File: config.mk
export PLATFORM = sky130hd
export DESIGN_NAME = usb_host_rx_router_flat
export DESIGN_NICKNAME = d
export VERILOG_FILES = /design/src/rtl/usb_host_pkg.sv /design/src/rtl/usb_host_rx_router_if.sv /design/src/rtl/usb_rx_pid_check.sv /design/src/rtl/usb_host_rx_router.sv /design/src/flat_wrapper.sv
export SDC_FILE = /design/constraint.sdc
export NUM_CORES = 1
export LEC_CHECK = 0
export BUFFER_PORTS_ARGS = -buffer_cell sky130_fd_sc_hd__buf_2
export CORE_MARGIN = 1
export CORE_UTILIZATION = 59
export DETAILED_ROUTE_END_ITERATION = 8
export PLACE_DENSITY_LB_ADDON = 0.2
export SLEW_MARGIN = 5
export SYNTH_ARGS = -nofsm -noshare
export SYNTH_HDL_FRONTEND = slang
export SYNTH_SLANG_ARGS = --single-unit
File: constraint.sdc
create_clock -name clk -period 5.55 [get_ports clk]
set_input_delay 0.2775 -clock clk [delete_from_list [all_inputs] [get_ports clk]]
set_output_delay 0.2775 -clock clk [all_outputs]
set_load 0.02 [all_outputs]
File: src/rtl/usb_host_pkg.sv
// Shared definitions for the host receive path: owner codes, PID values,
// router FSM states and the PID self-check helper.
package usb_host_pkg;

    localparam logic [1:0] OWNER_ENUM     = 2'd0;
    localparam logic [1:0] OWNER_TRANS    = 2'd1;
    localparam logic [1:0] OWNER_PROTOCOL = 2'd2;
    localparam logic [1:0] OWNER_TOKEN    = 2'd3;

    localparam logic [3:0] PID_OUT   = 4'b0001;
    localparam logic [3:0] PID_IN    = 4'b1001;
    localparam logic [3:0] PID_SOF   = 4'b0101;
    localparam logic [3:0] PID_SETUP = 4'b1101;
    localparam logic [3:0] PID_DATA0 = 4'b0011;
    localparam logic [3:0] PID_DATA1 = 4'b1011;
    localparam logic [3:0] PID_DATA2 = 4'b0111;
    localparam logic [3:0] PID_MDATA = 4'b1111;
    localparam logic [3:0] PID_ACK   = 4'b0010;
    localparam logic [3:0] PID_NAK   = 4'b1010;
    localparam logic [3:0] PID_STALL = 4'b1110;
    localparam logic [3:0] PID_NYET  = 4'b0110;

    typedef enum logic [1:0] {
        ST_IDLE,
        ST_ARMED,
        ST_RECV,
        ST_DRAIN
    } rx_state_e;

    // A PID byte carries its own check: upper nibble is the complement of the lower.
    function automatic logic pid_byte_ok(input logic [7:0] pid_byte);
        return pid_byte[7:4] == ~pid_byte[3:0];
    endfunction

endpackage

File: src/rtl/usb_host_rx_router_if.sv
// PHY receive stream, transmit-done notification and routed receive bus
// seen by the receive router (slave) and its environment (master).
interface usb_host_rx_router_if;

    logic [7:0] phy_rx_data;
    logic       phy_rx_valid;
    logic       phy_rx_active;
    logic       phy_rx_error;
    logic       tx_done;
    logic [1:0] tx_owner;

    logic [1:0] rx_dest;
    logic [7:0] rx_data;
    logic       rx_valid;
    logic       rx_sop;
    logic       rx_eop;
    logic       rx_err;
    logic [3:0] rx_pid;
    logic       rx_timeout;
    logic       rx_busy;
    logic [7:0] unsolicited_cnt;

    modport slave (
        input  phy_rx_data, phy_rx_valid, phy_rx_active, phy_rx_error, tx_done, tx_owner,
        output rx_dest, rx_data, rx_valid, rx_sop, rx_eop, rx_err, rx_pid,
               rx_timeout, rx_busy, unsolicited_cnt
    );

    modport master (
        output phy_rx_data, phy_rx_valid, phy_rx_active, phy_rx_error, tx_done, tx_owner,
        input  rx_dest, rx_data, rx_valid, rx_sop, rx_eop, rx_err, rx_pid,
               rx_timeout, rx_busy, unsolicited_cnt
    );

endinterface

File: src/rtl/usb_rx_pid_check.sv
// Combinational PID check: validity of the nibble-complement pair and the
// PID value carried in the lower nibble.
module usb_rx_pid_check
    import usb_host_pkg::*;
(
    input  logic [7:0] pid_byte_i,
    output logic       pid_valid_o,
    output logic [3:0] pid_o
);

    assign pid_valid_o = pid_byte_ok(pid_byte_i);
    assign pid_o       = pid_byte_i[3:0];

endmodule

File: src/rtl/usb_host_rx_router.sv
// Routes each PHY receive packet to the host sub-block that last transmitted,
// enforcing turnaround timeout, PID check and babble; unsolicited packets are counted.
module usb_host_rx_router
    import usb_host_pkg::*;
#(
    parameter int unsigned TIMEOUT_CYCLES = 96,
    parameter int unsigned MAX_BYTES      = 1027
) (
    input logic                 clk,
    input logic                 rst,
    usb_host_rx_router_if.slave bus
);

    localparam int unsigned TW = $clog2(TIMEOUT_CYCLES + 1);
    localparam int unsigned BW = $clog2(MAX_BYTES + 1);

    rx_state_e     state_q, state_d;
    logic          active_q;
    logic [TW-1:0] timer_q, timer_d;
    logic [BW-1:0] bcnt_q, bcnt_d;
    logic          err_q, err_d;
    logic [1:0]    dest_q, dest_d;
    logic [3:0]    pid_q, pid_d;
    logic [7:0]    data_q, data_d;
    logic          valid_q, valid_d;
    logic          sop_q, sop_d;
    logic          eop_q, eop_d;
    logic          rxerr_q, rxerr_d;
    logic          tout_q, tout_d;
    logic [7:0]    ucnt_q, ucnt_d;

    logic          active_rise;
    logic          in_packet;
    logic          pid_ok;
    logic [3:0]    pid_nib;

    usb_rx_pid_check u_pid_check (
        .pid_byte_i  (bus.phy_rx_data),
        .pid_valid_o (pid_ok),
        .pid_o       (pid_nib)
    );

    assign active_rise = bus.phy_rx_active & ~active_q;
    // ARMED also accepts bytes so a packet whose first byte lands with the rising edge is kept.
    assign in_packet   = ((state_q == ST_ARMED) || (state_q == ST_RECV)) && bus.phy_rx_active;

    always_comb begin
        // NOTE: every variable gets a default first so no path through the block can infer a latch.
        state_d = state_q;
        timer_d = timer_q;
        bcnt_d  = bcnt_q;
        err_d   = err_q;
        dest_d  = dest_q;
        pid_d   = pid_q;
        data_d  = data_q;
        valid_d = 1'b0;
        sop_d   = 1'b0;
        eop_d   = 1'b0;
        rxerr_d = 1'b0;
        tout_d  = 1'b0;
        ucnt_d  = ucnt_q;

        case (state_q)
            ST_IDLE: begin
                if (bus.tx_done) begin
                    dest_d  = bus.tx_owner;
                    timer_d = '0;
                    bcnt_d  = '0;
                    err_d   = 1'b0;
                    state_d = ST_ARMED;
                end else if (active_rise) begin
                    state_d = ST_DRAIN;
                end
            end
            ST_ARMED: begin
                timer_d = timer_q + TW'(1);
                if (bus.phy_rx_active) begin
                    state_d = ST_RECV;
                end else if (timer_q == TW'(TIMEOUT_CYCLES - 1)) begin
                    tout_d  = 1'b1;
                    state_d = ST_IDLE;
                end
            end
            ST_RECV: begin
                if (!bus.phy_rx_active) begin
                    eop_d   = 1'b1;
                    rxerr_d = err_q | bus.phy_rx_error | (bcnt_q == '0);
                    state_d = ST_IDLE;
                end
            end
            ST_DRAIN: begin
                if (!bus.phy_rx_active) begin
                    if (ucnt_q != 8'hFF) ucnt_d = ucnt_q + 8'd1;
                    state_d = ST_IDLE;
                end
            end
            default: state_d = ST_IDLE;
        endcase

        if (in_packet) begin
            if (bus.phy_rx_error) err_d = 1'b1;
            if (bus.phy_rx_valid) begin
                if (bcnt_q == BW'(MAX_BYTES)) begin
                    err_d = 1'b1;
                end else begin
                    data_d  = bus.phy_rx_data;
                    valid_d = 1'b1;
                    sop_d   = (bcnt_q == '0);
                    bcnt_d  = bcnt_q + BW'(1);
                    if (bcnt_q == '0) begin
                        pid_d = pid_nib;
                        if (!pid_ok) err_d = 1'b1;
                    end
                end
            end
        end
    end

    // NOTE: sequential state uses <= so every register samples pre-edge values regardless of order.
    always_ff @(posedge clk) begin
        if (rst) begin
            state_q <= ST_IDLE;
            timer_q <= '0;
            bcnt_q  <= '0;
            err_q   <= 1'b0;
            dest_q  <= '0;
            pid_q   <= '0;
            data_q  <= '0;
            valid_q <= 1'b0;
            sop_q   <= 1'b0;
            eop_q   <= 1'b0;
            rxerr_q <= 1'b0;
            tout_q  <= 1'b0;
            ucnt_q  <= '0;
        end else begin
            state_q <= state_d;
            timer_q <= timer_d;
            bcnt_q  <= bcnt_d;
            err_q   <= err_d;
            dest_q  <= dest_d;
            pid_q   <= pid_d;
            data_q  <= data_d;
            valid_q <= valid_d;
            sop_q   <= sop_d;
            eop_q   <= eop_d;
            rxerr_q <= rxerr_d;
            tout_q  <= tout_d;
            ucnt_q  <= ucnt_d;
        end
    end

    // Tracked through reset so a packet already in flight is not mistaken for a new one.
    always_ff @(posedge clk) begin
        active_q <= bus.phy_rx_active;
    end

    assign bus.rx_dest         = dest_q;
    assign bus.rx_data         = data_q;
    assign bus.rx_valid        = valid_q;
    assign bus.rx_sop          = sop_q;
    assign bus.rx_eop          = eop_q;
    assign bus.rx_err          = rxerr_q;
    assign bus.rx_pid          = pid_q;
    assign bus.rx_timeout      = tout_q;
    assign bus.rx_busy         = (state_q == ST_ARMED) || (state_q == ST_RECV);
    assign bus.unsolicited_cnt = ucnt_q;

endmodule

File: src/flat_wrapper.sv
// flat-port wrapper written by rule: the top's interface ports become plain ports
module usb_host_rx_router_flat import usb_host_pkg::*;
#(
    parameter int unsigned TIMEOUT_CYCLES = 96,
    parameter int unsigned MAX_BYTES      = 1027
)
  (clk, rst, bus_phy_rx_data, bus_phy_rx_valid, bus_phy_rx_active, bus_phy_rx_error, bus_tx_done, bus_tx_owner, bus_rx_dest, bus_rx_data, bus_rx_valid, bus_rx_sop, bus_rx_eop, bus_rx_err, bus_rx_pid, bus_rx_timeout, bus_rx_busy, bus_unsolicited_cnt);
  usb_host_rx_router_if bus_i ();
  input logic clk;
  input logic rst;
  input wire logic [$bits(bus_i.phy_rx_data)-1:0] bus_phy_rx_data;
  input wire logic [$bits(bus_i.phy_rx_valid)-1:0] bus_phy_rx_valid;
  input wire logic [$bits(bus_i.phy_rx_active)-1:0] bus_phy_rx_active;
  input wire logic [$bits(bus_i.phy_rx_error)-1:0] bus_phy_rx_error;
  input wire logic [$bits(bus_i.tx_done)-1:0] bus_tx_done;
  input wire logic [$bits(bus_i.tx_owner)-1:0] bus_tx_owner;
  output wire logic [$bits(bus_i.rx_dest)-1:0] bus_rx_dest;
  output wire logic [$bits(bus_i.rx_data)-1:0] bus_rx_data;
  output wire logic [$bits(bus_i.rx_valid)-1:0] bus_rx_valid;
  output wire logic [$bits(bus_i.rx_sop)-1:0] bus_rx_sop;
  output wire logic [$bits(bus_i.rx_eop)-1:0] bus_rx_eop;
  output wire logic [$bits(bus_i.rx_err)-1:0] bus_rx_err;
  output wire logic [$bits(bus_i.rx_pid)-1:0] bus_rx_pid;
  output wire logic [$bits(bus_i.rx_timeout)-1:0] bus_rx_timeout;
  output wire logic [$bits(bus_i.rx_busy)-1:0] bus_rx_busy;
  output wire logic [$bits(bus_i.unsolicited_cnt)-1:0] bus_unsolicited_cnt;
  assign bus_i.phy_rx_data = bus_phy_rx_data;
  assign bus_i.phy_rx_valid = bus_phy_rx_valid;
  assign bus_i.phy_rx_active = bus_phy_rx_active;
  assign bus_i.phy_rx_error = bus_phy_rx_error;
  assign bus_i.tx_done = bus_tx_done;
  assign bus_i.tx_owner = bus_tx_owner;
  assign bus_rx_dest = bus_i.rx_dest;
  assign bus_rx_data = bus_i.rx_data;
  assign bus_rx_valid = bus_i.rx_valid;
  assign bus_rx_sop = bus_i.rx_sop;
  assign bus_rx_eop = bus_i.rx_eop;
  assign bus_rx_err = bus_i.rx_err;
  assign bus_rx_pid = bus_i.rx_pid;
  assign bus_rx_timeout = bus_i.rx_timeout;
  assign bus_rx_busy = bus_i.rx_busy;
  assign bus_unsolicited_cnt = bus_i.unsolicited_cnt;
  usb_host_rx_router #(.TIMEOUT_CYCLES(TIMEOUT_CYCLES), .MAX_BYTES(MAX_BYTES)) u_core (.clk(clk), .rst(rst), .bus(bus_i));
endmodule
==> results.toml, run 1 <==
[clock_network]
clk_pin_slew_worst_paths_ns = 0.09
cts_tree = "done"
clk_latency_ns = 0.31
clock_sinks = 49
post_cts_buffers = 0
cts_buffer_depth = 2
ctsResizeCount = 0
cts-root-buf = "clkbuf_8"
postCtsHoldBufs = 0
cts_buffers = 5
cts_htree_levels = 2

[sta]
worst_pin_slew_ns = 0.642
finClkSkew_ns = 0.0127
drv_slew = 0
setup_viol = 0
hold_viol_final = 0
grt_setup_unrepaired = "no"
relSlewSlack = 0.572
setup_tns_ns = 0
holdWs_ns = 0.216
min_period_over_period = 0.384
fin_crit_ns = 2.13
max_clock_freq_ghz = 0.469

[synthesis]
ys_seq_elements = 49
synth_xor_area_frac = 0.0647
synthCells = 248
yosysSeqAreaShare = 0.426
synthFlopType = "dfxtp_1"
ys_async_sr_fraction = 0
synth-edff-count = 0
synth-compound-area-share = 0.109
synth-simple-area-share = 0.243
synth_top_family_by_area = "simple AND/OR/NAND/NOR gates"
synth-adder-area-share = 0.0489
postSynthAreaPerCell_sq_um = 9.28
yosysWarnings = 0
synth_fp_nets = 273
yosysUniqueCellTypes = 45
synthMuxAreaShare = 0.0750
syn_area_sq_um = 2300

[power]
p_sw_frac = 0.348
p_int_w = 0.000576
clockPowerShare = 0.235
irDropWorstVdd_uv = 192
power_density_nw_per_um2 = 337
seqPwrFrac = 0.462
p_switching_w = 0.000307
leakagePower_nw = 1.06
comb_power_share = 0.303

[setup_path]
critPathMaxStageDelay_ns = 0.55
start_kind = "flop"
ff2ff_path_depth = 6
worst-path-buf-inv = 1
crit_required_ns = 5.76
setup.worst_path.start = "u_core.state_q[1]"
critPathTopFamily = "compound AO/OA/AOI/OAI gates"
timing.rr.start = "u_core.state_q[1]"
cpMaxStageDelayCell = "a41oi_4"
regToRegSetupSlack_ns = 3.42
end_kind = "flop"
critPathMaxFanout = 13
worstPathCellList = "inv_1, ha_1, nand3_1, a41oi_4, o21bai_4, o31ai_1"
cp.arrival_ns = 2.35
crit_type = "reg2reg"
regToRegEndpoint = "u_core.bcnt_q[10]"
crit_path_end = "u_core.bcnt_q[10]"
crit_cells = 6

[die]
start_util = 0.624
die-height_um = 64.5
ios = 44
die_area_sq_um = 4150
die_x_um = 64.5
core_sq_um = 3690
rows = 22

[routing]
vias = 1825
drtIter0Drc = 101
drt-total-wl_mm = 4.31
wl_met1_mm = 2.10
met3_length_um = 192
top_layer = "met4"
drt-pass1-iter-count = 4
viasPerCell = 5.38
ant_nets = 0
wl_per_cell_um = 12.7
wl_met2_mm = 1.97
drc_errors = 0

[place]
place_area_sq_um = 2530
post-place-cells = 331
io_buffers = 43
dp_hpwl_mm = 3.13
place_congestion = 0.825

[run]
cap_violations = 0

[finish]
final_util = 0.711
num-nets-final = 315
fin_cells = 339
syn2layout_area_growth_pct = 14.0
num_antenna_cells = 0
final_area_sq_um = 2620
drive_gt1_frac = 0.192

[worst_hold_path]
hold_path_class = "in2reg"

[global_routing]
grt_first_pass_wirelength_mm = 7.34
grt_pass1_vias = 1703
grt_use_total = 0.225
overflow = 0
grt_max_degree = 38
antenna_found_initial = 0

[run_status]
status = "finished, final reports clean"
[metrics by stage]
step,setup slack (ns),total power [W]
final,3.42,0.000883
after global routing,3.18,0.000934
after CTS,3.39,0.000886
after detailed placement,3.43,0.000681
after global placement,3.55,0.000676
after floorplan,3.63,0.000618
[final cells by class]
cell class / instances / area [sq um]
clock buffer: 6 / 72.6
tap: 48 / 60.1
sequential: 49 / 981
fill: 298 / 1070
inverter: 9 / 33.8
multi-input combinational: 182 / 1240
clock inverter: 2 / 15.0
timing repair buffer: 43 / 215
[sequential cells by signal (all words and copies together) (netlist names)]
register and cells:
u_core.timer_q 7, u_core.bus.rx_sop 1, u_core.bus.rx_data 8, u_core.state_q 2
u_core.bus.rx_eop 1, u_core.active_q 1, u_core.bus.rx_pid 4, u_core.bus.rx_dest 2
u_core.bus.rx_valid 1, u_core.bus.unsolicited_cnt 8, u_core.bcnt_q 11, u_core.err_q 1
u_core.bus.rx_timeout 1, u_core.bus.rx_err 1
[kinds of logic (layout without fill, tap and decap cells)]
family / count (synthesis) / after routing
AOI/OAI and AO/OA: 34 / 34
and+or+nand+nor: 105 / 105
xor gates and xnor gates: 17 / 17
muxes: 17 / 17
adders and majority gates: 9 / 9
buffers and inverters: 17 / 60
DFF: 49 / 49
[power by group through the flow]
stage	registers (W)	logic [W]	clock network, W
finish	0.000408	0.000267	0.000208
detailed placement	0.000416	0.000266	0
CTS	0.000408	0.000268	0.000211
floorplan	0.000437	0.000182	0
global placement	0.000414	0.000262	0
global route	0.000413	0.000299	0.000223
[synth_stat cells, types with 2 or more instances]
library cell,n,share of area
mux2i_1,15,0.065
a211oi_1,2,0.0065
nand4_1,9,0.024
a21oi_1,13,0.028
nand2_1,13,0.021
clkbuf_1,3,0.0049
and2_1,2,0.0054
nor4_1,3,0.0082
and4_1,2,0.0076
dfxtp_1,49,0.43
o21ai_0,5,0.011
nor2b_1,8,0.022
nand3b_1,2,0.0065
nor4_4,2,0.018
inv_1,9,0.015
nor2_1,35,0.057
nand2b_1,2,0.0054
mux2_2,2,0.0098
xnor2_1,10,0.038
or3_1,2,0.0054
o31ai_1,3,0.0098
nand3_1,12,0.026
ha_1,9,0.049
xor2_1,7,0.027
nor3_1,8,0.017
buf_2,2,0.0044
[placed cells by master, fill, tap and decap left out, drive strengths merged, types with 8 or more instances in the layout]
master,count
dfxtp,49
nand2,13
nor2,35
xnor2,10
nand4,9
nor2b,8
nor3,8
a21oi,13
nand3,12
buf,43
ha,9
inv,9
mux2i,15
[worst min path at each step]
stage	startpoint	end	slack (ns)	cells past startpoint
floorplan	bus_phy_rx_active	u_core.active_q	0.31	0
global placement	u_core.bus.rx_dest[0]	u_core.bus.rx_dest[0]	0.44	2
detailed placement	u_core.bus.rx_dest[0]	u_core.bus.rx_dest[0]	0.44	2
CTS	bus_tx_owner[0]	u_core.bus.rx_dest[0]	0.22	3
global route	bus_phy_rx_active	u_core.active_q	0.22	1
finish	bus_tx_owner[0]	u_core.bus.rx_dest[0]	0.22	3
[tightest hold or removal path, stage by stage]
cell and delay, ns:
buf_2 0.10, nand3_1 0.06, a21oi_1 0.05
[per-layer routing]
| layer | track usage | vias to the layer above |
|---|---|---|
| met5 | 0 | - |
| met4 | 0.0833 | 0 |
| met3 | 0.0475 | 7 |
| met2 | 0.359 | 41 |
| met1 | 0.300 | 820 |
| li1 | - | 957 |
Power figures use the tool's default switching activity.
==> run 2: changes to the inputs <==
CORE_UTILIZATION = 54   (was 59)
clock period = 2.1 ns   (was 5.55 ns; I/O delays follow)
==> results.toml, run 2 (synthesis gave the netlist of run 1 again) <==
[power]
totalPowerFinal_w = 0.00245
irDropWorstVdd_uv = 564
leakagePower_nw = 1.09
power_density_nw_per_um2 = 921

[finish]
final_common_cell = "dfxtp_1"
final_cell_mix = "dfxtp_1, buf_2, nor2_1"
num_antenna_cells = 0
largest_reg_flops = 11
syn2layout_area_growth_pct = 15.7
largest-register = "u_core.bcnt_q"
fin_cells = 342
drive_gt1_frac = 0.202
final_area_sq_um = 2660
num-nets-final = 317

[sta]
setup_tns_ns = 0
max_clock_freq_ghz = 0.522
min_period_over_period = 0.912
finClkSkew_ns = 0.00547
worst_pin_slew_ns = 0.647
fin_crit_ns = 1.92
relSlewSlack = 0.569
drv_slew = 0
hold_viol_final = 0
setup_ws_ns = 0.184
grt_setup_unrepaired = "no"
setup_viol = 0

[global_routing]
grt_first_pass_wirelength_mm = 7.22
grt_max_degree = 38
grt_use_total = 0.213
overflow = 0
antenna_found_initial = 0
grt_pass1_vias = 1625

[die]
die_area_sq_um = 4530
rows = 23
die_x_um = 67.3
core_sq_um = 4060
die-height_um = 67.3
start_util = 0.567
ios = 44

[setup_path]
start_kind = "flop"
setup.worst_path.start = "u_core.state_q[0]"
end_kind = "flop"
critPathMaxStageDelay_ns = 0.52
crit_type = "reg2reg"
cp.arrival_ns = 2.13
regToRegSetupSlack_ns = 0.18
cpMaxStageDelayCell = "or4b_1"
timing.rr.start = "u_core.state_q[0]"
critPathMaxFanout = 6
crit_required_ns = 2.31
worstPathCellList = "inv_1, ha_1, and3_2, nand4_1, or4b_1, o31ai_1"

[routing]
viasPerCell = 5.52
drtIter0Drc = 88
drt-total-wl_mm = 4.34
drt-pass1-iter-count = 4
ant_nets = 0
vias = 1888
drc_errors = 0
wl_per_cell_um = 12.7

[run]
cap_violations = 0

[clock_network]
cts_tree = "done"
cts_htree_levels = 2
cts_buffer_depth = 2
postCtsHoldBufs = 0
clk_latency_ns = 0.30
clk_pin_slew_worst_paths_ns = 0.08
post_cts_buffers = 0
cts_buffers = 5
cts-root-buf = "clkbuf_8"
ctsResizeCount = 0
clock_sinks = 49

[worst_hold_path]
hold_start = "bus_phy_rx_active"
hold_path_class = "in2reg"

[place]
dp_slack_ns = 0.182
place_area_sq_um = 2550
dp_hpwl_mm = 3.19
io_buffers = 43
place_congestion = 0.856
post-place-cells = 335

[run_status]
status = "finished, final reports clean"
==> run 2: cell type report <==
class,count,area (sq um)
Clock buffer,5,68.8
Fill cell,354,1400
Sequential cell,49,981
Inverter,9,33.8
Clock inverter,2,38.8
Multi-Input combinational cell,182,1250
Tap cell,50,62.6
Timing Repair Buffer,45,230
==> run 2: final timing paths <==
path	end	cells past startpoint
worst max register to register	u_core.bcnt_q[9]	6
worst min-delay path	u_core.active_q	1
worst min register to register	u_core.bus.rx_dest[0]	2
worst max-delay path	u_core.bcnt_q[9]	6
==> run 2: per-stage QoR <==
stage / hold WS [ns] / util
after floorplan: 0.133 / -
after global placement: 0.354 / 0.629
after detailed placement: 0.355 / 0.629
after CTS: 0.0265 / 0.656
after global routing: 0.0297 / 0.656
final: 0.0403 / 0.656
==> run 2: layer usage <==
layer  part of all wire  vias to the layer above  global-route usage
met4             0.0092                        0              0.0718
met3              0.061                        4              0.0676
li1                   -                      958                   -
met5                  0                        -                   0
met2               0.45                       51               0.325
met1               0.48                      875               0.282
==> run 2: where the power goes <==
group | switching [W] | total (W) | internal (W) | leakage, nW
clock network | 0.000299 | 0.000651 | 0.000352 | 0.0546
logic | 0.000445 | 0.000725 | 0.000280 | 0.634
registers | 0.0000582 | 0.00108 | 0.00102 | 0.397
==> run 2: critical path, delay by kind of cell (launching register included) <==
family | cells | cell delay [ns]
and+or+nand+nor | 3 | 0.90
buffers and inverters | 1 | 0.10
DFF | 1 | 0.39
AOI/OAI and AO/OA | 1 | 0.08
adders and majority gates | 1 | 0.35
